## src/rtl/ir_fir_scheduler_pkg.sv

```systemverilog
// Shared FIR_IR definitions: scheduler state encodings
// and the sample/result widths used by FIR_IR and its scheduler.
package ir_fir_scheduler_pkg;

    localparam int FIR_DW = 8;
    localparam int FIR_OW = 20;

    typedef enum logic [1:0] {
        ST_IDLE    = 2'd0,
        ST_FLUSH   = 2'd1,
        ST_SETTLE  = 2'd2,
        ST_CAPTURE = 2'd3
    } sched_state_e;

endpackage

```

## src/rtl/ir_rr_arbiter.sv

```systemverilog
// Round-robin arbiter: picks the first requester at or after
// ptr (cyclic) and returns it as one-hot grant plus index.
module ir_rr_arbiter #(
    parameter int NUM_CH = 4,
    parameter int CH_W   = 2
) (
    input  logic [NUM_CH-1:0] req,
    input  logic [CH_W-1:0]   ptr,
    output logic [NUM_CH-1:0] gnt,
    output logic [CH_W-1:0]   idx,
    output logic              any
);

    logic found;

    // Scan channels starting at ptr and take the first one requesting
    always_comb begin
        gnt   = '0;
        idx   = '0;
        found = 1'b0;
        for (int k = 0; k < NUM_CH; k++) begin
            logic [CH_W-1:0] cand;
            cand = CH_W'((int'(ptr) + k) % NUM_CH);
            if (!found && req[cand]) begin
                found     = 1'b1;
                gnt[cand] = 1'b1;
                idx       = cand;
            end
        end
        any = |req;
    end

endmodule

```

## src/rtl/ir_fir_scheduler.sv

```systemverilog
// Shares one FIR_IR filter among NUM_CH IR channels: grant,
// flush the filter, hold the sample SETTLE cycles, capture.
module ir_fir_scheduler
    import ir_fir_scheduler_pkg::*;
#(
    parameter int NUM_CH = 4,
    parameter int CH_W   = 2,
    parameter int SETTLE = 16,
    parameter int DW     = FIR_DW,
    parameter int OW     = FIR_OW
) (
    input  logic                 CLK_Filter,
    input  logic                 rst_n,
    input  logic [NUM_CH-1:0]    ch_req,
    input  logic [NUM_CH*DW-1:0] ch_sample,
    output logic [NUM_CH-1:0]    ch_ack,
    output logic [DW-1:0]        fir_in,
    output logic                 fir_rst_n,
    input  logic [OW-1:0]        fir_out,
    output logic                 res_valid,
    output logic [CH_W-1:0]      res_ch,
    output logic [OW-1:0]        res_data,
    output logic                 busy
);

    localparam int CNT_W = $clog2(SETTLE) + 1;

    sched_state_e state_q, state_d;
    logic [CH_W-1:0]  rr_ptr_q, rr_ptr_d;
    logic [CH_W-1:0]  grant_q, grant_d;
    logic [DW-1:0]    hold_q, hold_d;
    logic [CNT_W-1:0] cnt_q, cnt_d;
    logic             res_valid_q, res_valid_d;
    logic [CH_W-1:0]  res_ch_q, res_ch_d;
    logic [OW-1:0]    res_data_q, res_data_d;

    logic [NUM_CH-1:0] arb_gnt;
    logic [CH_W-1:0]   arb_idx;
    logic              arb_any;
    logic [DW-1:0]     sel_sample;

    ir_rr_arbiter #(
        .NUM_CH (NUM_CH),
        .CH_W   (CH_W)
    ) u_arb (
        .req (ch_req),
        .ptr (rr_ptr_q),
        .gnt (arb_gnt),
        .idx (arb_idx),
        .any (arb_any)
    );

    assign sel_sample = ch_sample[arb_idx*DW +: DW];

    // Grant pulse only while idle and out of reset
    assign ch_ack    = (rst_n && state_q == ST_IDLE) ? arb_gnt : '0;
    assign fir_in    = hold_q;
    assign fir_rst_n = rst_n & (state_q != ST_FLUSH);
    assign busy      = (state_q != ST_IDLE);
    assign res_valid = res_valid_q;
    assign res_ch    = res_ch_q;
    assign res_data  = res_data_q;

    // Next-state and datapath updates for one filter job
    always_comb begin
        state_d     = state_q;
        rr_ptr_d    = rr_ptr_q;
        grant_d     = grant_q;
        hold_d      = hold_q;
        cnt_d       = cnt_q;
        res_valid_d = 1'b0;
        res_ch_d    = res_ch_q;
        res_data_d  = res_data_q;
        unique case (state_q)
            ST_IDLE: begin
                if (arb_any) begin
                    hold_d  = sel_sample;
                    grant_d = arb_idx;
                    state_d = ST_FLUSH;
                end
            end
            ST_FLUSH: begin
                cnt_d   = '0;
                state_d = ST_SETTLE;
            end
            ST_SETTLE: begin
                cnt_d = cnt_q + CNT_W'(1);
                if (cnt_q == CNT_W'(SETTLE - 1)) begin
                    state_d = ST_CAPTURE;
                end
            end
            ST_CAPTURE: begin
                res_data_d  = fir_out;
                res_ch_d    = grant_q;
                res_valid_d = 1'b1;
                if (grant_q == CH_W'(NUM_CH - 1)) begin
                    rr_ptr_d = '0;
                end else begin
                    rr_ptr_d = grant_q + CH_W'(1);
                end
                state_d = ST_IDLE;
            end
        endcase
    end

    // State and result registers with synchronous reset
    always_ff @(posedge CLK_Filter) begin
        if (!rst_n) begin
            state_q     <= ST_IDLE;
            rr_ptr_q    <= '0;
            grant_q     <= '0;
            hold_q      <= '0;
            cnt_q       <= '0;
            res_valid_q <= 1'b0;
            res_ch_q    <= '0;
            res_data_q  <= '0;
        end else begin
            state_q     <= state_d;
            rr_ptr_q    <= rr_ptr_d;
            grant_q     <= grant_d;
            hold_q      <= hold_d;
            cnt_q       <= cnt_d;
            res_valid_q <= res_valid_d;
            res_ch_q    <= res_ch_d;
            res_data_q  <= res_data_d;
        end
    end

endmodule

```

## config.mk

```make
export PLATFORM = sky130hd
export DESIGN_NAME = ir_fir_scheduler
export DESIGN_NICKNAME = d
export VERILOG_FILES = /design/src/rtl/ir_fir_scheduler_pkg.sv /design/src/rtl/ir_rr_arbiter.sv /design/src/rtl/ir_fir_scheduler.sv
export SDC_FILE = /design/constraint.sdc
export NUM_CORES = 1
export LEC_CHECK = 0
export BUFFER_PORTS_ARGS = -buffer_cell sky130_fd_sc_hd__buf_2
export CAP_MARGIN = 10
export CORE_MARGIN = 4
export CORE_UTILIZATION = 47
export CTS_BUF_LIST = sky130_fd_sc_hd__clkbuf_4 sky130_fd_sc_hd__clkbuf_8
export CTS_CLUSTER_DIAMETER = 60
export CTS_CLUSTER_SIZE = 16
export DETAILED_ROUTE_END_ITERATION = 16
export GPL_TIMING_DRIVEN = 0
export PLACE_DENSITY = 0.75
export SLEW_MARGIN = 30
export SYNTH_ARGS = -nofsm -noshare
export SYNTH_HDL_FRONTEND = slang
export SYNTH_SLANG_ARGS = --single-unit
```

## constraint.sdc

```tcl
create_clock -name CLK_Filter -period 9.9 [get_ports CLK_Filter]
set_input_delay 1.98 -clock CLK_Filter [delete_from_list [all_inputs] [get_ports CLK_Filter]]
set_output_delay 1.98 -clock CLK_Filter [all_outputs]
set_load 0.05 [all_outputs]
```

==> results.sh, run 1 <==
export IMPL_core_area_um2=5921
export IMPL_syn_inst=329
export IMPL_internal_power_uw=397.7
export IMPL_die_area_um2=7389
export IMPL_grt_pass1_wl_um=11170
export IMPL_clk_path_buf_depth=2
export IMPL_instances_no_fill=505
export IMPL_swShare=0.4512
export IMPL_antenna_cells=0
export IMPL_r2r_slack_ns=6.08
export IMPL_combPwrFrac=0.525
export IMPL_crit_type="reg -> out"
export IMPL_synth_area_leaders="dfxtp_1, mux2i_1, nor2b_1"
export IMPL_utilization=0.5955
export IMPL_fin_crit_sh=0.6238
export IMPL_timing_hold_ws_ns=0.4654
export IMPL_critPathCaptureType="output pin"
export IMPL_reg2reg_depth=12
export IMPL_ys_types=40
export IMPL_synth_main_ff_cell="dfxtp_1"
export IMPL_synth_top_area_frac=0.2943
export IMPL_root_buffer="clkbuf_8"
export IMPL_area_delta_synth_final_pct=23.43
export IMPL_hold_viol_final=0
export IMPL_hold_buffers=0
export IMPL_pre_cts_ws_ns=3.797
export IMPL_rows=28
export IMPL_clock_sinks=42
export IMPL_seqCellArea_um2=840.8
export IMPL_leakage_nw=1.532
export IMPL_setup_viol=0
export IMPL_die_y_um=85.96
export IMPL_critPathRequiredTime_ns=7.92
export IMPL_numPortBuffers=93
export IMPL_worstPathCellList="buf_6 > clkbuf_1 > clkbuf_1 > inv_1 > ha_1 > buf_2 > mux4_2 > nor2b_1 > buf_2 > buf_2 > a22oi_1 > nor2_1 > a221oi_1 > nor2_1 > buf_2"
export IMPL_worstMarginPinSlew_ns=0.7473
export IMPL_crit_reg2reg_launch="rr_ptr_q[0]"
export IMPL_min_period_ns=6.176
export IMPL_setup_slack_ns=3.724
export IMPL_clk_latency_ns=0.29
export IMPL_critPathMaxStageDelay_ns=0.47
export IMPL_cp_slowest_cell="clkbuf_1"
export IMPL_crit_fanout=10
export IMPL_ys_seq_area_frac=0.2943
export IMPL_ys_ff_latch=42
export IMPL_power_total_uw=724.7
export IMPL_drt_iter0_drc=106
export IMPL_ctsResizeCount=0
export IMPL_holdCritPathClass="reg -> reg"
export IMPL_p_switching_uw=327.0
export IMPL_max_slew_margin_rel=0.4972
export IMPL_drive_gt1_frac=0.2953
export IMPL_setup_tns_ns=0
export IMPL_grt_pass1_vias=2453
export IMPL_power_frac_clock=0.175
export IMPL_viasPerCell=5.319
export IMPL_ant_nets=0
export IMPL_hold_end="fir_in[3]"
export IMPL_syn_avg_cell_area_um2=8.682
export IMPL_io_pins=95
export IMPL_cp_arrival_ns=4.20
export IMPL_multi_input_area_um2=1864
export IMPL_antenna_found_initial=0
export IMPL_path_clk_slew_ns=0.08
export IMPL_routedWlPerCell_um=13.79
export IMPL_initial_core_util=0.4825
export IMPL_startpoint_type="flop"
export IMPL_cts_buffers_inserted=5
export IMPL_ys_warn_count=0
export IMPL_final_area_um2=3526
export IMPL_hold_depth=2
export IMPL_seq_power_share=0.300
export IMPL_post_cts_buffers=0
export IMPL_placed_area_um2=3416
export IMPL_htreeDepth=2
export IMPL_worstReg2RegEnd="fir_in[0]"
export IMPL_cts_tree="done"
export IMPL_gp_congestion=0.8365
export IMPL_status="finished clean"
export IMPL_grt_usage=0.1845
export IMPL_slew_violations=0
export IMPL_rsz0062_at_grt="no"
export IMPL_maxCapViolCount=0
export IMPL_drc=0
export IMPL_die_x_um=85.96
export IMPL_fillers=534
export IMPL_ys_top_cells_by_count="dfxtp_1, mux2i_1, nor2b_1"
export IMPL_dr_pass1_iters=4
export IMPL_grt_max_degree=13
export IMPL_grt_ovfl_total=0
export IMPL_dp_cells=497
export IMPL_cp_common_cell="buf_2"
export IMPL_vias=2686
export IMPL_fmax_mhz=161.9
export IMPL_synthArstFlopShare=0
export IMPL_routed_wl_um=6963
export IMPL_syn_nets=401
export IMPL_power_density_cell_area_nw_per_um2=205.5
export IMPL_fin_skew_ns=0.002662
export IMPL_synth_edf_count=0
export IMPL_nNetsFinal=501
export IMPL_min_delay_start="fir_in[3]"
export IMPL_ir_drop_mv=0.1223
export IMPL_hpwl_um=5400
export IMPL_syn_cell_area_um2=2856
export IMPL_synth_top_cell_by_area="dfxtp_1"
==> layout make-up <==
type,count,share of cell area
Sequential cell,42,0.2385
Multi-Input combinational cell,255,0.5287
Inverter,7,0.007452
Timing Repair Buffer,93,0.1320
Clock buffer,8,0.03123
Buffer,25,0.03549
Tap cell,75,0.02661
==> power groups by stage <==
| stage | clock, mW | sequential, mW | combinational, mW |
|---|---|---|---|
| 2_1_floorplan | 0 | 0.295 | 0.221 |
| 3_3_place_gp | 0 | 0.219 | 0.375 |
| 3_5_place_dp | 0 | 0.221 | 0.382 |
| 4_1_cts | 0.130 | 0.217 | 0.382 |
| 5_1_grt | 0.136 | 0.221 | 0.413 |
| 6_report | 0.127 | 0.217 | 0.380 |
==> placed cells by master (no fill, tap or decap), types with 11 or more instances in the layout <==
cell type / count
buf_2: 100
mux2i_1: 42
dfxtp_1: 42
nor2b_1: 39
nand2_1: 34
clkbuf_1: 14
nor2_1: 14
o21ai_0: 14
and2_1: 14
ha_1: 14
nand3_1: 11
==> cell families after synthesis <==
| family | after synthesis | share of synthesized area |
|---|---|---|
| flip-flops | 42 | 0.2944 |
| multiplexers | 45 | 0.1708 |
| AO/OA/AOI/OAI | 48 | 0.1380 |
| AND/OR/NAND/NOR | 148 | 0.2825 |
| buffers and inverters | 32 | 0.05300 |
| adder cells (fa/ha/maj) | 14 | 0.06132 |
==> worst max-delay path, delay by kind of cell (launching register included) <==
| kind | cells | cell delay (ns) |
|---|---|---|
| adder cells (fa/ha/maj) | 1 | 0.33 |
| AO/OA/AOI/OAI | 2 | 0.16 |
| buffers and inverters | 8 | 2.15 |
| AND/OR/NAND/NOR | 3 | 0.41 |
| multiplexers | 1 | 0.39 |
| flip-flops | 1 | 0.45 |
==> routing by layer <==
layer	vias to the layer above	GRT usage	share of wire
met5	-	0	0
met2	81	0.3034	0.48
met3	16	0.03266	0.065
li1	1360	-	-
met1	1229	0.2357	0.43
met4	0	0.08058	0.024
==> registers in the layout, indices dropped and copies added (netlist names) <==
signal,cells
res_data,20
fir_in,8
cnt_q,5
grant_q,2
res_ch,2
rr_ptr_q,2
state_q,2
res_valid,1
==> worst max path at each step <==
| stage | from | to | slack (ns) | cells past startpoint |
|---|---|---|---|---|
| after global routing | rr_ptr_q[0] | ch_ack[1] | 3.35 | 15 |
| after CTS | rr_ptr_q[0] | ch_ack[1] | 3.70 | 15 |
| after detailed placement | ch_req[1] | ch_ack[1] | 3.80 | 11 |
| after floorplan | ch_req[1] | ch_ack[1] | 3.88 | 9 |
| after global placement | ch_req[1] | ch_ack[1] | 3.83 | 11 |
| final | rr_ptr_q[0] | ch_ack[1] | 3.72 | 15 |
Note: power is estimated with default switching activity, not from simulation.
==> run 2, diff against run 1 <==
- PLACE_DENSITY: 0.75 -> 0.78
- clock period: 9.9 -> 5 ns (I/O delays scaled with it)
==> run 2 against run 1 <==
Critical path depth decreased by 1. Die area unchanged. Core utilization fell by 0.30 points. Sequential share of layout area increased by 0.12 points. Combinational power grew 100%. Design area down 0.50%. Final cell count is 0.20% lower. First-iteration DRC count rose by 42%. Worst hold slack about the same.
==> results.sh, run 2 (synthesized netlist as in run 1, its figures left out) <==
export IMPL_hold_viol_final=0
export IMPL_drc=0
export IMPL_grt_max_degree=14
export IMPL_area_delta_synth_final_pct=22.82
export IMPL_antenna_found_initial=0
export IMPL_ant_nets=0
export IMPL_hold_depth=2
export IMPL_combPwrFrac=0.535
export IMPL_die_area_um2=7389
export IMPL_drt_iter0_drc=150
export IMPL_cts_tree="done"
export IMPL_multi_input_area_um2=1864
export IMPL_critPathMaxStageDelay_ns=0.44
export IMPL_hpwl_um=5604
export IMPL_hold_end="fir_in[5]"
export IMPL_utilization=0.5926
export IMPL_grt_pass1_wl_um=11830
export IMPL_p_switching_uw=661.2
export IMPL_grt_pass1_vias=2672
export IMPL_leakage_nw=1.524
export IMPL_crit_reg2reg_launch="rr_ptr_q[0]"
export IMPL_root_buffer="clkbuf_8"
export IMPL_worstPathCellList="buf_6 > buf_2 > inv_1 > ha_1 > buf_2 > mux4_2 > nor2b_1 > buf_2 > buf_2 > a22oi_1 > nor2_1 > a221oi_1 > nor2_1 > buf_2"
export IMPL_critPathCaptureType="output pin"
export IMPL_viasPerCell=5.419
export IMPL_slew_violations=0
export IMPL_clk_path_buf_depth=2
export IMPL_cts_buffers_inserted=5
export IMPL_min_period_ns=4.620
export IMPL_critical_path_top_delay_family="buffers and inverters"
export IMPL_crit_buf_inv=7
export IMPL_swShare=0.4654
export IMPL_io_pins=95
export IMPL_antenna_cells=0
export IMPL_nNetsFinal=500
export IMPL_placed_area_um2=3416
export IMPL_fmax_mhz=216.4
export IMPL_dr_pass1_iters=4
export IMPL_r2r_slack_ns=1.69
export IMPL_critPathRequiredTime_ns=4.00
export IMPL_clock_sinks=42
export IMPL_maxCapViolCount=0
export IMPL_crit_type="reg -> out"
export IMPL_internal_power_uw=759.6
export IMPL_holdCritPathClass="reg -> reg"
export IMPL_largest_register_ffs=20
export IMPL_path_clk_slew_ns=0.08
export IMPL_status="finished clean"
export IMPL_die_x_um=85.96
export IMPL_htreeDepth=2
export IMPL_gp_congestion=0.8364
export IMPL_ir_drop_mv=0.2377
export IMPL_die_y_um=85.96
export IMPL_fillers=537
export IMPL_cp_common_cell="buf_2"
export IMPL_routed_wl_um=7125
export IMPL_power_frac_clock=0.162
export IMPL_max_slew_margin_rel=0.5217
export IMPL_setup_viol=0
export IMPL_rsz0062_at_grt="no"
export IMPL_numPortBuffers=93
export IMPL_rows=28
export IMPL_cp_arrival_ns=3.62
export IMPL_final_cell_mix="buf_2, mux2i_1, dfxtp_1, nor2b_1, nand2_1"
export IMPL_setup_tns_ns=0
export IMPL_drive_gt1_frac=0.2984
export IMPL_fin_crit_sh=0.9240
export IMPL_hold_buffers=0
export IMPL_initial_core_util=0.4825
export IMPL_worstReg2RegEnd="fir_in[0]"
export IMPL_cp_slowest_cell="dfxtp_1"
export IMPL_clk_latency_ns=0.30
export IMPL_final_common_cell="buf_2"
export IMPL_vias=2731
export IMPL_final_area_um2=3508
export IMPL_seq_power_share=0.303
export IMPL_core_area_um2=5921
export IMPL_seqCellArea_um2=840.8
export IMPL_crit_fanout=19
export IMPL_reg2reg_depth=11
export IMPL_startpoint_type="flop"
export IMPL_worstMarginPinSlew_ns=0.7174
export IMPL_grt_usage=0.1942
export IMPL_power_density_cell_area_nw_per_um2=405.0
export IMPL_grt_ovfl_total=0
export IMPL_routedWlPerCell_um=14.14
export IMPL_power_total_mw=1.421
export IMPL_fin_skew_ns=0.007044
export IMPL_min_delay_start="fir_in[5]"
-- run 2: changes by cell type in the layout (fill, tap and decap cells not counted) --
cell / previous run / this run
clkbuf_8: 8 / 6
clkinvlp_4: 0 / 1
buf_2: 100 / 101
clkinv_2: 0 / 1
clkbuf_1: 14 / 12
-- run 2: area by class of cell --
type,instances,share of cell area
Timing Repair Buffer,93,0.1327
Multi-Input combinational cell,255,0.5314
Inverter,7,0.007489
Tap cell,75,0.02675
Clock inverter,2,0.003566
Clock buffer,6,0.02354
Sequential cell,42,0.2397
Buffer,24,0.03495
-- run 2: how the worst max path moves through the flow --
| stage | start | to | slack (ns) | cells past startpoint |
|---|---|---|---|---|
| 4_1_cts | rr_ptr_q[0] | ch_ack[2] | 0.02 | 15 |
| 3_3_place_gp | rr_ptr_q[0] | ch_ack[1] | 0.22 | 15 |
| 5_1_grt | rr_ptr_q[0] | ch_ack[2] | 0.03 | 14 |
| 2_1_floorplan | rr_ptr_q[0] | ch_ack[1] | 0.55 | 14 |
| 3_5_place_dp | rr_ptr_q[0] | ch_ack[2] | 0.18 | 15 |
| 6_report | rr_ptr_q[0] | ch_ack[2] | 0.38 | 14 |
-- run 2: worst register-to-register path: cells and delay by family (launching register included) --
family	cells	cell delay, ns
buffers and inverters	5	1.02
multiplexers	2	0.77
AO/OA/AOI/OAI	3	0.67
flip-flops	1	0.44
adder cells (fa/ha/maj)	1	0.31
-- run 2: power groups by stage --
stage / clock [mW] / sequential, mW / combinational [mW]
finish: 0.231 / 0.430 / 0.760
global route: 0.252 / 0.436 / 0.824
CTS: 0.238 / 0.429 / 0.763
detailed placement: 0 / 0.437 / 0.762
global placement: 0 / 0.435 / 0.741
floorplan: 0 / 0.583 / 0.437
-- run 2: per-stage QoR --
stage	cells	hold WS (ns)	setup WS, ns
2_1_floorplan	329	0.4714	0.5470
3_3_place_gp	497	0.4408	0.2225
3_5_place_dp	497	0.4511	0.1757
4_1_cts	505	0.4701	0.02441
5_1_grt	504	0.4986	0.03415
6_report	504	0.4657	0.3800
-- run 2: what timing repair did --
action                                 4_1_cts  5_1_grt
setup endpoints to repair                    3        4
endpoints found under the hold margin        0        0
resized for setup                            1        3
setup buffers                                0        0
-- run 2: metal layers --
metal,vias up,track usage,part of all wire,wire length [um]
met1,1286,0.2378,0.42,3014
met5,-,0,0,0
met2,75,0.3392,0.50,3587
li1,1358,-,-,-
met3,12,0.05187,0.059,418
met4,0,0.04317,0.015,104
==> run 3, diff against run 2 <==
- clock period: 5 -> 3.8 ns (I/O delays scaled with it)
==> run 3 against run 2 <==
Sequential power up 33%. Global-route usage about the same. Core utilization up 3.1 points. Critical endpoint is now ch_ack[0]. Worst hold slack better by 0.016 ns. Register-to-register slack worse by 0.85 ns.
==> results.sh, run 3 (synthesized netlist as in run 1, its figures left out) <==
export IMPL_nNetsFinal=507
export IMPL_holdCritPathClass="reg -> reg"
export IMPL_hold_viol_final=0
export IMPL_worstMarginPinSlew_ns=0.7119
export IMPL_fin_skew_ns=0.009788
export IMPL_crit_fanout=19
export IMPL_crit_type="reg -> out"
export IMPL_ant_nets=0
export IMPL_instances_no_fill=511
export IMPL_root_buffer="clkbuf_8"
export IMPL_grt_ovfl_total=0
export IMPL_fmax_mhz=271.6
export IMPL_critPathCaptureType="output pin"
export IMPL_startpoint_type="flop"
export IMPL_crit_reg2reg_launch="rr_ptr_q[0]"
export IMPL_placed_area_um2=3447
export IMPL_hold_depth=2
export IMPL_drive_gt1_frac=0.3372
export IMPL_clk_path_buf_depth=2
export IMPL_dr_pass1_iters=5
export IMPL_slew_violations=0
export IMPL_timing_hold_ws_ns=0.4816
export IMPL_drc=0
export IMPL_grt_pass1_vias=2651
export IMPL_cp_arrival_ns=2.92
export IMPL_critPathRequiredTime_ns=3.04
export IMPL_setup_viol=0
export IMPL_reg2reg_depth=11
export IMPL_core_area_um2=5921
export IMPL_routedWlPerCell_um=14.80
export IMPL_ir_drop_mv=0.3635
export IMPL_cts_tree="done"
export IMPL_leakage_nw=1.599
export IMPL_clock_sinks=42
export IMPL_htreeDepth=2
export IMPL_gr_max_usage_layer="met2"
export IMPL_die_x_um=85.96
export IMPL_power_density_cell_area_nw_per_um2=542.0
export IMPL_use_met3=0.03554
export IMPL_fillers=502
export IMPL_hold_buffers=0
export IMPL_drt_iter0_drc=121
export IMPL_gp_congestion=0.7991
export IMPL_multi_input_area_um2=1924
export IMPL_setup_tns_ns=0
export IMPL_clk_latency_ns=0.29
export IMPL_rows=28
export IMPL_r2r_slack_ns=0.84
export IMPL_largest_register_ffs=20
export IMPL_final_cell_mix="buf_2, mux2i_1, dfxtp_1, nor2b_1, nand2_1"
export IMPL_status="finished clean"
export IMPL_initial_core_util=0.4825
export IMPL_die_area_um2=7389
export IMPL_io_pins=95
export IMPL_viasPerCell=5.401
export IMPL_dp_cells=497
export IMPL_min_period_ns=3.681
export IMPL_maxCapViolCount=0
export IMPL_power_total_mw=2.003
export IMPL_gr_usage_met2=0.3364
export IMPL_use_met1=0.2444
export IMPL_antenna_cells=0
export IMPL_numPortBuffers=93
export IMPL_die_y_um=85.96
export IMPL_hpwl_um=5634
export IMPL_cts_buffers_inserted=5
export IMPL_grt_usage=0.1943
export IMPL_grt_pass1_wl_um=11810
export IMPL_final_common_cell="buf_2"
export IMPL_setup_worst_path_start="rr_ptr_q[0]"
export IMPL_path_clk_slew_ns=0.08
export IMPL_grt_max_degree=20
export IMPL_area_delta_synth_final_pct=29.35
export IMPL_vias=2760
export IMPL_max_slew_margin_rel=0.5210
export IMPL_routed_wl_um=7561
export IMPL_final_area_um2=3695
export IMPL_antenna_found_initial=0
export IMPL_min_delay_start="fir_in[3]"
export IMPL_fin_crit_sh=0.9688
export IMPL_seqCellArea_um2=845.8
==> run 3: cell count changes in the layout (fill, tap and decap cells not counted), moves of 2 or more <==
cell	change
buf_4	+12
buf_2	-8
nor2_1	-4
nor2_4	+4
a221oi_1	-3
a221oi_2	+3
dfxtp_1	-2
==> run 3: report_power, final <==
group | leakage (nW) | internal (mW) | switching, mW
Clock | 0.0548 | 0.203 | 0.157
Sequential | 0.343 | 0.518 | 0.0541
Combinational | 1.20 | 0.376 | 0.694
==> run 3: final timing paths <==
path               end
max          ch_ack[0]
min reg2reg  fir_in[3]
min          fir_in[3]
max reg2reg  fir_in[6]
==> run 3: layout make-up <==
| type | instances | share of cell area |
|---|---|---|
| clock inverters | 2 | 0.01016 |
| multi-input cells | 255 | 0.5208 |
| plain buffers | 23 | 0.03894 |
| repair buffers | 101 | 0.1480 |
| well taps | 75 | 0.02540 |
| inverters | 7 | 0.007111 |
| flip-flops and latches | 42 | 0.2289 |
| clock buffers | 6 | 0.02066 |
==> run 3: timing repair <==
action                                  CTS  global route
pin swaps                                 0             1
endpoints found under the setup margin    4             4
setup buffers                             1             7
resized for setup                        19             8
==> run 3: through the flow <==
| stage | utilization | worst slack, ns |
|---|---|---|
| global placement | 0.5822 | -0.6212 |
| global route | 0.6240 | -0.02297 |
| floorplan | - | 0.04867 |
| detailed placement | 0.5822 | -0.6260 |
| finish | 0.6240 | 0.1186 |
| CTS | 0.6131 | 0.003171 |
==> run 3: metal layers <==
layer / part of all wire / vias up
li1: - / 1371
met1: 0.42 / 1298
met2: 0.51 / 85
met3: 0.063 / 6
met4: 0.0063 / 0
met5: 0 / -
==> run 3: critical path, cell delays in order (launching register included) <==
cell and delay (ns):
dfxtp_4 0.41, clkbuf_16 0.19, inv_1 0.08, ha_1 0.31, buf_4 0.18, mux4_2 0.37, buf_4 0.18, a22oi_1 0.18
nor2_1 0.07, a221oi_1 0.43, nor2_4 0.03, buf_4 0.20
